File: src/rtl/dwt_pass_scheduler.sv
// Read/write address sequencer for a multi-level 2-D DWT over ping-pong memories:
// row pass then column pass per level, with the active region shrinking to LL each level.
module dwt_pass_scheduler #(
    parameter int WIDTH   = 256,
    parameter int HEIGHT  = 256,
    parameter int LEVELS  = 1,
    parameter int MAX_OUT = 8,
    localparam int AW     = $clog2(WIDTH * HEIGHT)
) (
    input  logic          clk,
    input  logic          rst,
    input  logic          start,
    output logic          busy,
    output logic          done,
    output logic [2:0]    level,
    output logic          mode,
    output logic          bank_sel,
    output logic          rd_valid,
    input  logic          rd_ready,
    output logic [AW-1:0] rd_addr1,
    output logic [AW-1:0] rd_addr2,
    input  logic          i_res_valid,
    output logic          wr_en,
    output logic [AW-1:0] wr_addr_lo,
    output logic [AW-1:0] wr_addr_hi,
    output logic          err
);

    localparam int WL = $clog2(WIDTH);
    localparam int OW = $clog2(MAX_OUT + 1);

    localparam logic [2:0] S_IDLE      = 3'd0;
    localparam logic [2:0] S_ROW       = 3'd1;
    localparam logic [2:0] S_ROW_DRAIN = 3'd2;
    localparam logic [2:0] S_COL       = 3'd3;
    localparam logic [2:0] S_COL_DRAIN = 3'd4;
    localparam logic [2:0] S_DONE      = 3'd5;

    localparam logic [AW-1:0] A_ZERO = AW'(0);
    localparam logic [AW-1:0] A_ONE  = AW'(1);
    localparam logic [AW-1:0] A_TWO  = AW'(2);
    localparam logic [OW-1:0] O_ZERO = OW'(0);
    localparam logic [OW-1:0] O_ONE  = OW'(1);
    localparam logic [OW-1:0] O_MAX  = OW'(MAX_OUT);

    logic [2:0]    state_r, state_s;
    logic [AW-1:0] p_r, rc_r, wp_r, wrc_r;
    logic [AW-1:0] p_s, rc_s, wp_s, wrc_s;
    logic [OW-1:0] outstanding_r, outstanding_s;
    logic [2:0]    level_s;
    logic          mode_s, bank_s;
    logic [AW-1:0] wc_s, hc_s, line_len_s, line_cnt_s;
    logic          hs_s, res_ok_s;
    logic          line_end_s, pass_end_s, wline_end_s, wpass_end_s;
    logic [AW-1:0] rd_addr1_s, rd_addr2_s, wlo_s, whi_s;

    // Active-region geometry and the scan boundaries of both the issue and writeback pointers.
    always_comb begin
        wc_s        = AW'(WIDTH >> level);
        hc_s        = AW'(HEIGHT >> level);
        line_len_s  = mode ? hc_s : wc_s;
        line_cnt_s  = mode ? wc_s : hc_s;
        hs_s        = rd_valid & rd_ready;
        res_ok_s    = i_res_valid & busy & (outstanding_r != O_ZERO);
        line_end_s  = (p_r == line_len_s - A_TWO);
        pass_end_s  = line_end_s & (rc_r == line_cnt_s - A_ONE);
        wline_end_s = (wp_r == line_len_s - A_TWO);
        wpass_end_s = wline_end_s & (wrc_r == line_cnt_s - A_ONE);
    end

    // Pass sequencing: level, mode and bank only change once the datapath has fully drained.
    always_comb begin
        state_s = state_r;
        level_s = level;
        mode_s  = mode;
        bank_s  = bank_sel;
        case (state_r)
            S_IDLE: begin
                if (start) begin
                    state_s = S_ROW;
                    level_s = 3'd0;
                    mode_s  = 1'b0;
                    bank_s  = 1'b0;
                end else begin
                    state_s = S_IDLE;
                end
            end
            S_ROW: begin
                if (hs_s && pass_end_s) state_s = S_ROW_DRAIN;
                else                    state_s = S_ROW;
            end
            S_ROW_DRAIN: begin
                if (outstanding_r == O_ZERO) begin
                    state_s = S_COL;
                    mode_s  = 1'b1;
                    bank_s  = ~bank_sel;
                end else begin
                    state_s = S_ROW_DRAIN;
                end
            end
            S_COL: begin
                if (hs_s && pass_end_s) state_s = S_COL_DRAIN;
                else                    state_s = S_COL;
            end
            S_COL_DRAIN: begin
                if (outstanding_r == O_ZERO) begin
                    bank_s  = ~bank_sel;
                    level_s = level + 3'd1;
                    if (32'(level) + 32'd1 == LEVELS) begin
                        state_s = S_DONE;
                    end else begin
                        state_s = S_ROW;
                        mode_s  = 1'b0;
                    end
                end else begin
                    state_s = S_COL_DRAIN;
                end
            end
            S_DONE:  state_s = S_IDLE;
            default: state_s = S_IDLE;
        endcase
    end

    // Issue and writeback pointers walk the same scan; both wrap to zero at pass end.
    always_comb begin
        p_s   = p_r;
        rc_s  = rc_r;
        wp_s  = wp_r;
        wrc_s = wrc_r;
        if (state_r == S_IDLE) begin
            p_s   = A_ZERO;
            rc_s  = A_ZERO;
            wp_s  = A_ZERO;
            wrc_s = A_ZERO;
        end else begin
            if (hs_s) begin
                if (line_end_s) begin
                    p_s  = A_ZERO;
                    rc_s = pass_end_s ? A_ZERO : rc_r + A_ONE;
                end else begin
                    p_s  = p_r + A_TWO;
                end
            end else begin
                p_s = p_r;
            end
            if (res_ok_s) begin
                if (wline_end_s) begin
                    wp_s  = A_ZERO;
                    wrc_s = wpass_end_s ? A_ZERO : wrc_r + A_ONE;
                end else begin
                    wp_s  = wp_r + A_TWO;
                end
            end else begin
                wp_s = wp_r;
            end
        end
    end

    // Outstanding pairs and the registered read request for the next cycle.
    always_comb begin
        case ({hs_s, res_ok_s})
            2'b10:   outstanding_s = outstanding_r + O_ONE;
            2'b01:   outstanding_s = outstanding_r - O_ONE;
            default: outstanding_s = outstanding_r;
        endcase
        if (mode_s) begin
            rd_addr1_s = (p_s << WL) + rc_s;
            rd_addr2_s = rd_addr1_s + AW'(WIDTH);
        end else begin
            rd_addr1_s = (rc_s << WL) + p_s;
            rd_addr2_s = rd_addr1_s + A_ONE;
        end
    end

    // Low/high band destinations for the result currently presented by the datapath.
    always_comb begin
        if (mode) begin
            wlo_s = ((wp_r >> 1) << WL) + wrc_r;
            whi_s = wlo_s + ((hc_s >> 1) << WL);
        end else begin
            wlo_s = (wrc_r << WL) + (wp_r >> 1);
            whi_s = wlo_s + (wc_s >> 1);
        end
    end

    assign wr_en      = res_ok_s;
    assign wr_addr_lo = busy ? wlo_s : A_ZERO;
    assign wr_addr_hi = busy ? whi_s : A_ZERO;

    // State, pointers and all registered outputs.
    always_ff @(posedge clk or posedge rst) begin
        if (rst) begin
            state_r       <= S_IDLE;
            p_r           <= A_ZERO;
            rc_r          <= A_ZERO;
            wp_r          <= A_ZERO;
            wrc_r         <= A_ZERO;
            outstanding_r <= O_ZERO;
            level         <= 3'd0;
            mode          <= 1'b0;
            bank_sel      <= 1'b0;
            busy          <= 1'b0;
            done          <= 1'b0;
            rd_valid      <= 1'b0;
            rd_addr1      <= A_ZERO;
            rd_addr2      <= A_ZERO;
            err           <= 1'b0;
        end else begin
            state_r       <= state_s;
            p_r           <= p_s;
            rc_r          <= rc_s;
            wp_r          <= wp_s;
            wrc_r         <= wrc_s;
            outstanding_r <= outstanding_s;
            level         <= level_s;
            mode          <= mode_s;
            bank_sel      <= bank_s;
            busy          <= (state_s != S_IDLE) && (state_s != S_DONE);
            done          <= (state_s == S_DONE);
            rd_valid      <= ((state_s == S_ROW) || (state_s == S_COL)) && (outstanding_s < O_MAX);
            rd_addr1      <= rd_addr1_s;
            rd_addr2      <= rd_addr2_s;
            err           <= err | (i_res_valid & (outstanding_r == O_ZERO));
        end
    end

endmodule

File: config.mk
export PLATFORM = sky130hd
export DESIGN_NAME = dwt_pass_scheduler
export DESIGN_NICKNAME = d
export VERILOG_FILES = /design/src/rtl/dwt_pass_scheduler.sv
export SDC_FILE = /design/constraint.sdc
export NUM_CORES = 1
export LEC_CHECK = 0
export CORE_MARGIN = 1
export CORE_UTILIZATION = 54
export DETAILED_ROUTE_END_ITERATION = 8
export HOLD_SLACK_MARGIN = 0.08
export PLACE_DENSITY = 0.78
export SYNTH_ARGS = -nofsm -noshare
export SYNTH_HDL_FRONTEND = slang
export SYNTH_SLANG_ARGS = --single-unit
File: constraint.sdc
create_clock -name clk -period 5.85 [get_ports clk]
set_clock_uncertainty 0.15 [all_clocks]
set_input_delay 0.8775 -clock clk [delete_from_list [all_inputs] [get_ports clk]]
set_output_delay 0.8775 -clock clk [all_outputs]
set_load 0.01 [all_outputs]
==> results.md <==
- The cell with the most instances after synthesis is sky130_fd_sc_hd__nand2_1.
- After detailed placement, the total cell area comes to 9930 um^2.
- The share of total power dissipated in the clock network is 0.259.
- The end of the worst hold path is err$_DFF_PP0_.
- The number of global-route vias before repair is roughly 7600.
- The post-route antenna net violation count is 0.
- The maximum number of pins on one net before global-route repair is 75.
- The sequential area share after synthesis is 0.312.
- The number of clock buffers added by TritonCTS is 9.
- The commonest cells after synthesis are sky130_fd_sc_hd__nand2_1 (116), sky130_fd_sc_hd__dfrtp_1 (111), sky130_fd_sc_hd__o21ai_0 (84).
- The share of Yosys cell area claimed by the top area cell type is 0.312.
- The post-synthesis register bit count is ~110.
- No sink is reached through more buffers than the 2 on the longest clock path.
- Setup slack on the critical path of the routed design comes to between 200 and 250 ps.
- The cell depth of the worst min-delay path is 1.
- The count of cells along the worst register-to-register path is 23.
- The clock tree synthesis step divided the H-tree into 3 levels.
- The startpoint identified for the worst register-to-register timing path is level[0]$_DFFE_PP0P_.
- In the final routed layout, each cell accounts on average for 18.9 um.
- For this run the aggregate overflow at the end of global routing stands at 0.
- Of the total power, combinational logic draws 0.330.
- The critical path launch point type is a register.
- The tree is rooted in a sky130_fd_sc_hd__clkbuf_16.
- The share of final-layout standard cells stronger than drive strength 1 is 0.0652.
- Once the clock tree was built, the setup fixing pass inserted 0 buffers.
- Ranked by total cell area, the synthesized netlist is headed by sky130_fd_sc_hd__dfrtp_1 (31%), sky130_fd_sc_hd__ha_1 (8.4%), sky130_fd_sc_hd__xnor2_1 (6.4%), sky130_fd_sc_hd__xor2_1 (5.4%), sky130_fd_sc_hd__nand2_1 (4.9%).
- The number of setup violations in the final report is 0.
- The die outline width is 130 um.
- The flow ran to the end, and the final reports show no timing, DRC or antenna violations.
- In the synthesized netlist the async set-or-reset flop fraction comes to 1.00.
- After synthesis, the mean cell area works out to between 8 and 9 um^2.
- Leaving out filler cells and counting taps, the final layout contains 1320.
- During synthesis, Yosys emitted a total of 0 warnings.
- The first global-routing pass estimated 39400 um of wire.
- The number of antenna diodes in the final layout is 0.
- After detailed routing, the number of vias per cell comes to 6.17.
- The destination of the worst register-to-register timing path is rd_addr2[15]$_DFF_PP0_.
- The number of distinct library cells after synthesis is 77.
- Clock latency on the worst-skew pair, taken at its later pin, is ~360 ps.
- At the pin with the least slew margin, the transition time is 1120 ps.
- Internal power comes to approximately 1.5 mW.
- The completed layout was analyzed and its total power is 2.36 mW.
- The row count is 46.
- Pin placement for this block handled a little under 80 I/O pins.
- Of all nets on the critical path, the largest fanout is 7.
- For this run, the share of the core covered by cells in the final layout is 0.641.
- The clock slew seen by the registers of the worst setup and hold paths is 70 ps.
- In the finished design, the share of the clock period the worst path needs comes to 0.960.
- The setup slack after placement is 121 ps.
- The classification of the worst setup path is reg -> reg.
- At the end of routability-driven placement, the weighted congestion stood at 0.976.
- From bottom edge to top edge, the die measures between 100 and 150 um.
- For the worst setup path, the data arrival time is slightly below 6000 ps.
- The path class of the tightest hold or removal check is reg -> reg.
- In this run the register-to-register setup slack is ~230 ps.
- Fill cells in the final layout number 1407.
- The final count of pins violating max slew is 0.
- Summed over all nets, the switching power comes to 0.854 mW.
- Headroom to the max-slew limit came out at 0.245.
- The sink count of the clock tree is about 110.
- The kind of capture point of the worst setup path is a register.
- The areal power density over the cells is approximately 230 nW/um^2.
- The worst-case IR drop observed on VDD is between 0.1 and 0.15 mV.
- After the first detailed-routing iteration, the DRC count stood at 778.
- The synthesized net count is 1105.
- The cell total after placement is 1304.
- The sequential group share of total power is 0.411.
- The final layout contains 1171 nets.
- The area of all placed cells without fillers is around 10000 um^2.
- The total global-route track usage is 0.305.
- Input and output buffers added on the ports amount to 78.
- The wire length after detailed routing is 24900 um.
- The number of endpoints with negative hold slack in the final report is 0.
- The total half-perimeter wirelength after legalization and detailed placement is 18900 um.
- The floorplan step defined a die boundary enclosing 17000 um^2.
- The largest total area in the synthesized netlist belongs to sky130_fd_sc_hd__dfrtp_1.
- Compared with the post-synthesis result, the final layout area differs by 15.3%.
- For this run, the leading register cell type out of synthesis is sky130_fd_sc_hd__dfrtp_1.
- The tool flagged a number of max-cap violations equal to 0.
- The count of flip-flops with a built-in enable after synthesis is 0.
- At the worst endpoint, the required time is 6000 ps.
- In the routed design, unresolved DRC markers number 0.
- The initial antenna violation count is 0.
- Setup repair after global routing left no endpoint under its margin.
- TritonCTS built the clock tree.
- The core region is ~16000 um^2.
- Derived from the worst setup path, the maximum achievable clock frequency is roughly 180 MHz.
- For this run, the detailed router's first-pass iteration total came to 5.
- Counting I/O delays and the setup requirement, the final critical path takes 5620 ps.
- The worst hold-check slack is 305 ps.
- The number of instances in the synthesized netlist is 1033.
- The startpoint identified for the worst hold timing path is err$_DFF_PP0_.
- Of the total power, the share spent switching nets is 0.362.
- The detailed router placed 8140 vias in this run.
- Setup total negative slack on the finished layout was measured at 0 ps.
- The mapped netlist covers 8900 um^2.
- The leakage dissipation is 4.64 nW.
- Buffers inserted to repair hold after CTS numbered 0.
- The starting density of the core is 0.556.
power by group through the flow:
stage,registers (mW),clock network (mW),logic (mW)
floorplan,0.946,0,0.479
global placement,0.978,0,0.755
detailed placement,0.979,0,0.765
CTS,0.964,0.622,0.774
global route,0.981,0.649,0.861
finish,0.968,0.611,0.777
sequential cells by signal, summed over array words and instances, names as in the netlist:
signal and flops:
outstanding_r 4, rd_addr2 16, p_r 16, mode 1, wp_r 15, state_r 3
done 1, level 3, rd_valid 1, bank_sel 1, busy 1, wrc_r 16
err 1, rc_r 16, rd_addr1 16
worst max-delay path by stage:
stage / startpoint / endpoint
2_1_floorplan: level[0]$_DFFE_PP0P_ / rd_addr2[15]$_DFF_PP0_
3_3_place_gp: rd_ready / rd_addr2[15]$_DFF_PP0_
3_5_place_dp: level[0]$_DFFE_PP0P_ / rd_addr2[15]$_DFF_PP0_
4_1_cts: level[0]$_DFFE_PP0P_ / rd_addr2[15]$_DFF_PP0_
5_1_grt: level[0]$_DFFE_PP0P_ / rd_addr2[15]$_DFF_PP0_
6_report: level[0]$_DFFE_PP0P_ / rd_addr2[15]$_DFF_PP0_
cells in the final DEF (no fill, tap or decap), types with 26 or more instances in the layout:
| master | Yosys | routed |
|---|---|---|
| sky130_fd_sc_hd__xor2_1 | 55 | 55 |
| sky130_fd_sc_hd__ha_1 | 60 | 60 |
| sky130_fd_sc_hd__dfrtp_1 | 111 | 110 |
| sky130_fd_sc_hd__nand2_1 | 116 | 116 |
| sky130_fd_sc_hd__o21ai_0 | 84 | 82 |
| sky130_fd_sc_hd__clkdlybuf4s50_1 | 0 | 78 |
| sky130_fd_sc_hd__nand3_1 | 38 | 38 |
| sky130_fd_sc_hd__a21oi_1 | 48 | 46 |
| sky130_fd_sc_hd__nor3_1 | 26 | 26 |
| sky130_fd_sc_hd__xnor2_1 | 65 | 64 |
| sky130_fd_sc_hd__nor2_1 | 61 | 60 |
| sky130_fd_sc_hd__inv_1 | 43 | 42 |
| sky130_fd_sc_hd__and3_1 | 27 | 27 |
routing by layer:
metal,wire [um],vias up,track usage,part of all wire
li1,-,3815,-,-
met1,10600,3909,0.407,0.43
met2,11700,354,0.495,0.47
met3,1770,62,0.0529,0.071
met4,788,0,0.115,0.032
met5,0,-,0,0
worst max-delay path: stages (launching register included):
cell,delay (ps)
sky130_fd_sc_hd__dfrtp_2,450
sky130_fd_sc_hd__ha_1,230
sky130_fd_sc_hd__ha_1,200
sky130_fd_sc_hd__inv_1,60
sky130_fd_sc_hd__ha_1,230
sky130_fd_sc_hd__or3b_4,440
sky130_fd_sc_hd__nor4_4,260
sky130_fd_sc_hd__o21ai_1,150
sky130_fd_sc_hd__nor4_4,300
sky130_fd_sc_hd__buf_4,220
sky130_fd_sc_hd__and3_1,270
sky130_fd_sc_hd__nand2_1,90
sky130_fd_sc_hd__xor2_1,260
sky130_fd_sc_hd__nor2_2,110
sky130_fd_sc_hd__ha_1,390
sky130_fd_sc_hd__nand3_1,90
sky130_fd_sc_hd__o2111ai_1,300
sky130_fd_sc_hd__xnor2_2,150
sky130_fd_sc_hd__and4_1,180
sky130_fd_sc_hd__and4_1,220
sky130_fd_sc_hd__nor2_1,140
sky130_fd_sc_hd__or4b_1,450
sky130_fd_sc_hd__o2111ai_1,120
sky130_fd_sc_hd__a31o_1,130
logic make-up after synthesis:
family	share of synthesized area
and+or+nand+nor	0.226
xor gates and xnor gates	0.126
buffers and inverters	0.0401
DFF	0.312
AOI/OAI and AO/OA	0.177
muxes	0.0186
adders and majority gates	0.100
area by class of cell:
type	count	area [um^2]	share of cell area
clock buffer	10	239	0.0233
clock inverter	6	56.3	0.00549
inverter	43	164	0.0160
multi-input combinational	835	5820	0.567
sequential	111	2780	0.271
tap	216	270	0.0263
timing repair buffer	99	938	0.0914
timing repair:
action                                  CTS  global route
endpoints found under the setup margin    0             3
endpoints found under the hold margin     0             0
gates resized for setup                   0            11
No activity file was read; power rests on OpenSTA's default activity.
